### config.mk
export PLATFORM = sky130hd
export DESIGN_NAME = instr_fetch_unit_flat
export DESIGN_NICKNAME = d
export VERILOG_FILES = /design/src/rtl/cpu_pkg.sv /design/src/rtl/instr_fetch_unit_if.sv /design/src/rtl/fetch_watchdog.sv /design/src/rtl/instr_fetch_unit.sv /design/src/flat_wrapper.sv
export SDC_FILE = /design/constraint.sdc
export NUM_CORES = 1
export LEC_CHECK = 0
export CAP_MARGIN = 20
export CORE_MARGIN = 2
export CORE_UTILIZATION = 40
export CTS_CLUSTER_DIAMETER = 30
export CTS_CLUSTER_SIZE = 24
export DETAILED_ROUTE_END_ITERATION = 8
export PLACE_DENSITY = 0.71
export SLEW_MARGIN = 10
export SYNTH_ARGS = -nofsm -noshare
export SYNTH_HDL_FRONTEND = slang
export SYNTH_SLANG_ARGS = --single-unit
### constraint.sdc
create_clock -name clk -period 5.8 [get_ports clk]
set_input_delay 1.74 -clock clk [delete_from_list [all_inputs] [get_ports clk]]
set_output_delay 1.74 -clock clk [all_outputs]
set_load 0.01 [all_outputs]
### src/rtl/cpu_pkg.sv
// Shared CPU definitions: fetch FSM states, default widths and small helpers.
package cpu_pkg;

  localparam int ADDR_W_DEF = 32;
  localparam int DATA_W_DEF = 32;

  // Canonical RISC-V no-op (addi x0, x0, 0).
  localparam logic [31:0] NOP_INSTR = 32'h00000013;

  typedef enum logic [1:0] {
    IDLE = 2'd0,
    REQ  = 2'd1,
    HOLD = 2'd2,
    ERR  = 2'd3
  } fetch_state_t;

  // Instruction addresses must be word aligned.
  function automatic logic is_aligned(input logic [1:0] low_bits);
    return low_bits == 2'b00;
  endfunction

endpackage

### src/rtl/instr_fetch_unit_if.sv
// Fetch-unit bus bundle: PC input, redirect, imem req/ack channel and decode valid/ready channel.
// The master side is the fetch unit; the slave side is its environment (PC register, imem, decode).
interface instr_fetch_unit_if
  import cpu_pkg::*;
#(
  parameter int ADDR_W = ADDR_W_DEF,
  parameter int DATA_W = DATA_W_DEF
);

  logic [ADDR_W-1:0] pc;
  logic              redirect;
  logic              imem_req;
  logic [ADDR_W-1:0] imem_addr;
  logic              imem_ack;
  logic [DATA_W-1:0] imem_rdata;
  logic              inst_valid;
  logic [DATA_W-1:0] inst;
  logic [ADDR_W-1:0] inst_pc;
  logic              inst_ready;
  logic              pc_advance;
  logic              fetch_err;

  modport master (
    input  pc, redirect, imem_ack, imem_rdata, inst_ready,
    output imem_req, imem_addr, inst_valid, inst, inst_pc, pc_advance, fetch_err
  );

  modport slave (
    output pc, redirect, imem_ack, imem_rdata, inst_ready,
    input  imem_req, imem_addr, inst_valid, inst, inst_pc, pc_advance, fetch_err
  );

endinterface

### src/rtl/fetch_watchdog.sv
// Counts consecutive request cycles without an acknowledge and flags a timeout
// in the cycle that would make the wait reach TIMEOUT cycles. TIMEOUT = 0 disables it.
module fetch_watchdog #(
  parameter int TIMEOUT = 255
) (
  input  logic clk,
  input  logic clr,
  input  logic en,
  input  logic clear,
  output logic timeout
);

  localparam int CNT_W = (TIMEOUT < 2) ? 1 : $clog2(TIMEOUT);
  localparam logic [CNT_W-1:0] LIMIT = (TIMEOUT == 0) ? '0 : CNT_W'(TIMEOUT - 1);

  logic [CNT_W-1:0] count_q;
  logic [CNT_W-1:0] count_d;

  // Next count: an acknowledge restarts the wait, otherwise each unanswered cycle adds one.
  always_comb begin
    count_d = count_q;
    if (clear) begin
      count_d = '0;
    end else if (en) begin
      count_d = count_q + CNT_W'(1);
    end
  end

  // Count register, cleared asynchronously with the rest of the fetch unit.
  always_ff @(posedge clk or posedge clr) begin
    if (clr) begin
      count_q <= '0;
    end else begin
      count_q <= count_d;
    end
  end

  assign timeout = (TIMEOUT != 0) && en && (count_q == LIMIT);

endmodule

### src/rtl/instr_fetch_unit.sv
// Instruction fetch unit: issues one imem read per PC, buffers the returned word for decode
// behind a valid/ready handshake, pulses pc_advance when a word is delivered, and latches
// a sticky error on a misaligned PC or an imem acknowledge timeout.
module instr_fetch_unit
  import cpu_pkg::*;
#(
  parameter int ADDR_W  = ADDR_W_DEF,
  parameter int DATA_W  = DATA_W_DEF,
  parameter int TIMEOUT = 255
) (
  input  logic               clk,
  input  logic               clr,
  instr_fetch_unit_if.master bus
);

  fetch_state_t      state_q, state_d;
  logic              drop_q, drop_d;
  logic              imem_req_q, imem_req_d;
  logic [ADDR_W-1:0] imem_addr_q, imem_addr_d;
  logic              inst_valid_q, inst_valid_d;
  logic [DATA_W-1:0] inst_q, inst_d;
  logic [ADDR_W-1:0] inst_pc_q, inst_pc_d;
  logic              pc_advance_q, pc_advance_d;
  logic              fetch_err_q, fetch_err_d;

  logic              discard;
  logic              wd_en;
  logic              wd_clear;
  logic              timeout;
  logic [ADDR_W-1:0] capture_addr;
  logic              capture_ok;

  // A redirect seen earlier in this request, or arriving with the ack, poisons the returned word.
  assign discard  = drop_q || bus.redirect;
  assign wd_en    = (state_q == REQ) && !bus.imem_ack;
  assign wd_clear = (state_q == REQ) && bus.imem_ack;

  // The PC register only loads on the edge that closes the pc_advance cycle, so if decode takes
  // the word in that very cycle the pc input still shows the old address; use the advanced
  // address directly. A redirect always supplies its target on pc, so it bypasses this.
  assign capture_addr = (state_q == HOLD && !bus.redirect && pc_advance_q)
                        ? inst_pc_q + ADDR_W'(4)
                        : bus.pc;
  assign capture_ok   = is_aligned(capture_addr[1:0]);

  fetch_watchdog #(
    .TIMEOUT (TIMEOUT)
  ) u_watchdog (
    .clk     (clk),
    .clr     (clr),
    .en      (wd_en),
    .clear   (wd_clear),
    .timeout (timeout)
  );

  // State register.
  always_ff @(posedge clk or posedge clr) begin
    if (clr) begin
      state_q <= IDLE;
    end else begin
      state_q <= state_d;
    end
  end

  // Next-state logic: every new address capture goes to REQ, or to ERR when misaligned.
  always_comb begin
    state_d = state_q;
    case (state_q)
      IDLE: begin
        state_d = capture_ok ? REQ : ERR;
      end
      REQ: begin
        if (bus.imem_ack) begin
          if (discard) begin
            state_d = capture_ok ? REQ : ERR;
          end else begin
            state_d = HOLD;
          end
        end else if (timeout) begin
          state_d = ERR;
        end
      end
      HOLD: begin
        if (bus.redirect || bus.inst_ready) begin
          state_d = capture_ok ? REQ : ERR;
        end
      end
      ERR: begin
        state_d = ERR;
      end
      default: begin
        state_d = ERR;
      end
    endcase
  end

  // Output and buffer next values; everything here is registered before it leaves the block.
  always_comb begin
    imem_addr_d  = imem_addr_q;
    inst_d       = inst_q;
    inst_pc_d    = inst_pc_q;
    inst_valid_d = inst_valid_q;
    drop_d       = drop_q;
    pc_advance_d = 1'b0;
    imem_req_d   = (state_d == REQ);
    fetch_err_d  = (state_d == ERR);
    case (state_q)
      IDLE: begin
        if (state_d == REQ) begin
          imem_addr_d = capture_addr;
        end
      end
      REQ: begin
        if (bus.imem_ack) begin
          drop_d = 1'b0;
          if (discard) begin
            if (state_d == REQ) begin
              imem_addr_d = capture_addr;
            end
          end else begin
            inst_d       = bus.imem_rdata;
            inst_pc_d    = imem_addr_q;
            inst_valid_d = 1'b1;
            pc_advance_d = 1'b1;
          end
        end else if (bus.redirect) begin
          drop_d = 1'b1;
        end
      end
      HOLD: begin
        if (state_d == REQ) begin
          inst_valid_d = 1'b0;
          imem_addr_d  = capture_addr;
        end
      end
      default: begin
      end
    endcase
    if (state_d == ERR) begin
      inst_valid_d = 1'b0;
      pc_advance_d = 1'b0;
      drop_d       = 1'b0;
    end
  end

  // Output and buffer registers; clearing them drops imem_req immediately, even mid-request.
  always_ff @(posedge clk or posedge clr) begin
    if (clr) begin
      imem_req_q   <= 1'b0;
      imem_addr_q  <= '0;
      inst_valid_q <= 1'b0;
      inst_q       <= '0;
      inst_pc_q    <= '0;
      pc_advance_q <= 1'b0;
      fetch_err_q  <= 1'b0;
      drop_q       <= 1'b0;
    end else begin
      imem_req_q   <= imem_req_d;
      imem_addr_q  <= imem_addr_d;
      inst_valid_q <= inst_valid_d;
      inst_q       <= inst_d;
      inst_pc_q    <= inst_pc_d;
      pc_advance_q <= pc_advance_d;
      fetch_err_q  <= fetch_err_d;
      drop_q       <= drop_d;
    end
  end

  assign bus.imem_req   = imem_req_q;
  assign bus.imem_addr  = imem_addr_q;
  assign bus.inst_valid = inst_valid_q;
  assign bus.inst       = inst_q;
  assign bus.inst_pc    = inst_pc_q;
  assign bus.pc_advance = pc_advance_q;
  assign bus.fetch_err  = fetch_err_q;

endmodule

### src/flat_wrapper.sv
// flat-port wrapper written by rule: the top's interface ports become plain ports
module instr_fetch_unit_flat import cpu_pkg::*;
#(
  parameter int ADDR_W  = ADDR_W_DEF,
  parameter int DATA_W  = DATA_W_DEF,
  parameter int TIMEOUT = 255
)
  (clk, clr, bus_pc, bus_redirect, bus_imem_ack, bus_imem_rdata, bus_inst_ready, bus_imem_req, bus_imem_addr, bus_inst_valid, bus_inst, bus_inst_pc, bus_pc_advance, bus_fetch_err);
  instr_fetch_unit_if #(.ADDR_W(ADDR_W), .DATA_W(DATA_W)) bus_i ();
  input  logic clk;
  input  logic clr;
  input wire logic [$bits(bus_i.pc)-1:0] bus_pc;
  input wire logic [$bits(bus_i.redirect)-1:0] bus_redirect;
  input wire logic [$bits(bus_i.imem_ack)-1:0] bus_imem_ack;
  input wire logic [$bits(bus_i.imem_rdata)-1:0] bus_imem_rdata;
  input wire logic [$bits(bus_i.inst_ready)-1:0] bus_inst_ready;
  output wire logic [$bits(bus_i.imem_req)-1:0] bus_imem_req;
  output wire logic [$bits(bus_i.imem_addr)-1:0] bus_imem_addr;
  output wire logic [$bits(bus_i.inst_valid)-1:0] bus_inst_valid;
  output wire logic [$bits(bus_i.inst)-1:0] bus_inst;
  output wire logic [$bits(bus_i.inst_pc)-1:0] bus_inst_pc;
  output wire logic [$bits(bus_i.pc_advance)-1:0] bus_pc_advance;
  output wire logic [$bits(bus_i.fetch_err)-1:0] bus_fetch_err;
  assign bus_i.pc = bus_pc;
  assign bus_i.redirect = bus_redirect;
  assign bus_i.imem_ack = bus_imem_ack;
  assign bus_i.imem_rdata = bus_imem_rdata;
  assign bus_i.inst_ready = bus_inst_ready;
  assign bus_imem_req = bus_i.imem_req;
  assign bus_imem_addr = bus_i.imem_addr;
  assign bus_inst_valid = bus_i.inst_valid;
  assign bus_inst = bus_i.inst;
  assign bus_inst_pc = bus_i.inst_pc;
  assign bus_pc_advance = bus_i.pc_advance;
  assign bus_fetch_err = bus_i.fetch_err;
  instr_fetch_unit #(.ADDR_W(ADDR_W), .DATA_W(DATA_W), .TIMEOUT(TIMEOUT)) u_core (.clk(clk), .clr(clr), .bus(bus_i));
endmodule
==> summary.txt <==
Grt total ovfl: 0
CTS tree: yes
DP HPWL: 9310 um
Inserted Diodes: 0
Vias in the first global route: 4225
Core Box Area: 0.0131 mm2
Final Power: 0.00407 W
Pin count of the biggest net entering global routing: 62
Post-placement cell area: 0.00717 mm2
CP delay by family, top: compound AO/OA/AOI/OAI gates
Vias/cell: 5.08
CTS root buffer: clkbuf_16
Critical-path top delay cell: clkdlybuf4s50_1
Register area: 0.00278 mm2
Sw Ratio: 34.1%
CP required: 6030 ps
First-pass GRT wire length: 21400 um
Leak Pwr: 3.11 nW
Library cells used by synthesis: 33
CP Class: in2reg
Ys flop type: dfrtp_1
Max H-tree Level: 3
Worst slew pin tran: 1100 ps
Via count: 4071
Fin crit share: 73.3%
CTS Buf Count: 9
Setup Viol. Count Final: 0
Pwr per Cell Area: 544 mW/mm2
Ys async rst share: 100%
Final hold violation count: 0
#FFs+latches synth: 111
Seq/Total Area, Yosys: 52.2%
Switching power: 0.00139 W
Gate Count Post-Synth: 455
Die area: 0.0142 mm2
Period minus WS final: 4250 ps
CTS resizes: 0
Critical Path Max Stage Delay: 640 ps
Die X: 119 um
Setup ws final: 1550 ps
Initial antenna violation count: 0
Initial Util: 40.5%
Crit. End Element: register
Status: finished, final reports clean
Critical Path Start Type: primary input
Layout Skew: 8.29 ps
Sink Count: 111
Clock Power Share: 16.4%
Worst Path Arrival: 4480 ps
Cts-stage hold buffer count: 0
Unrepaired setup endpoints after global routing: no
Worst Hold Class: reg2reg
Slew HR: 26.1%
F_max: 235 MHz
Largest fanout on the critical path: 32
Routability congestion estimate: 0.796
Slew Viols, Final: 0
Power Internal: 0.00269 W
Mapped Avg Cell Area: 11.7 um2
Final instance area: 0.00749 mm2
Post-CTS setup buffer count: 0
Seq pwr share: 37.6%
Vert. Die Dim: 119 um
Critical path buffers and inverters: 2
Std-Cell Rows: 42
Routed WL: 13100 um
Max Cap Viol: 0
Largest buffer count on any clock path: 2
Clock latency on the worst-skew pair: 350 ps
Post-synth EDFFs: 0
Maximum VDD drop: 0.000273 V
Avg WL per Cell: 16.3 um
DP Worst Slack: 1230 ps
I/O pins: 169
Comb pwr share: 46.0%
Commonest non-fill, non-tap cell in the layout: clkdlybuf4s50_1
Clock slew at reported path FFs: 70 ps
Post-synth net total: 533
Cells along the critical path: clkdlybuf4s50_1 -> o21ai_0 -> a311oi_1 -> nor2_1 -> a2bb2oi_1 -> a2111oi_4 -> buf_4 -> mux2_2
DR pass1 iterations: 4
Nets: 698
Synth Warn #: 0
Fin util: 57.0%
Cell Area, Synth: 0.00532 mm2
Final setup TNS: 0 ps
DRC errors left: 0
Port Buffer Count: 168
Most frequent cells in the layout: clkdlybuf4s50_1 (168), dfrtp_1 (111), mux2_2 (92)
GRT Total Usage: 18.8%
Area of the multi-input gates: 0.00242 mm2
Fillers: 1143
DRT antenna net count: 0
Layout area overhead: 40.9%
1st-iter DRT viols: 220
Share of cells above drive strength 1: 19.2%
-- flip-flops by register name, indices dropped and copies added, names as in the netlist --
signal / flops
u_core.bus.imem_addr: 32
u_core.bus.inst: 32
u_core.bus.inst_pc: 32
u_core.u_watchdog.count_q: 8
u_core.state_q: 2
u_core.bus.fetch_err: 1
u_core.bus.imem_req: 1
u_core.bus.inst_valid: 1
u_core.bus.pc_advance: 1
u_core.drop_q: 1
-- metrics by stage --
step                instances  hold slack [ps]
global route              801              531
CTS                       801              510
detailed placement        785              494
floorplan                 455              480
global placement          785              490
finish                    801              510
-- final cells by class --
class | instances | share of cell area (%)
flip-flops and latches | 111 | 37.1
inverters | 7 | 0.384
repair buffers | 174 | 23.0
clock buffers | 10 | 3.19
well taps | 176 | 2.94
multi-input cells | 317 | 32.2
clock inverters | 6 | 1.12
-- path summary, 6_finish.rpt --
check	cells after the start	end	slack [ps]	startpoint
max in group asynchronous	3	u_core.bus.inst[6]	3050	clr
min in group asynchronous	2	u_core.bus.inst[5]	1850	clr
worst min-delay path	1	u_core.bus.inst[19]	510	u_core.bus.inst[19]
worst min register to register	1	u_core.bus.inst[19]	510	u_core.bus.inst[19]
worst max register to register	9	u_core.bus.imem_addr[30]	2670	u_core.state_q[1]
worst max-delay path	8	u_core.bus.imem_addr[30]	1550	bus_redirect
-- per-layer routing --
| layer | share of wire (%) | routed length [um] | global-route usage [%] | vias up |
|---|---|---|---|---|
| met5 | 0 | 0 | 0 | - |
| li1 | - | - | - | 1916 |
| met1 | 42 | 5500 | 23.5 | 2012 |
| met3 | 5.2 | 681 | 3.69 | 19 |
| met4 | 2.1 | 271 | 7.21 | 0 |
| met2 | 51 | 6610 | 32.1 | 124 |
-- cells in the mapped netlist, drive strengths merged (2+ instances only) --
cell,count,area (um2)
a21oi,6,30.0
and2,5,31.3
and3,4,25.0
buf,5,46.3
clkbuf,15,56.3
dfrtp,111,2780
ha,9,113
inv,7,26.3
mux2,100,1130
nand2,54,203
nand3,21,105
nand4,11,68.8
nor2,16,60.1
nor2b,3,18.8
nor3,6,30.0
nor4,2,18.8
o21ai,37,185
o31ai,4,30.0
xnor2,6,52.6
xor2,24,210
-- worst reg2reg max path: stages (launching register included) --
cell	delay [ps]
dfrtp_1	480
inv_1	150
ha_1	330
and2_1	410
a21oi_1	130
o2111ai_1	200
a21oi_1	140
a2111oi_4	310
buf_4	450
mux2_2	420
-- cell families after synthesis --
kind of cell	share of synthesized area, %
compound gates	5.88
simple gates	11.0
fa+ha+maj	2.12
mux	21.4
buf+inv	2.42
flops	52.2
xor+xnor	4.94
-- power groups by stage --
stage / Sequential, W / Clock (W) / Combinational, W
6_report: 0.00153 / 0.000668 / 0.00188
5_1_grt: 0.00159 / 0.000716 / 0.00202
3_3_place_gp: 0.00152 / 0 / 0.00185
3_5_place_dp: 0.00154 / 0 / 0.00189
2_1_floorplan: 0.00163 / 0 / 0.000822
4_1_cts: 0.00153 / 0.000686 / 0.00190
No activity file was read; power rests on OpenSTA's default activity.
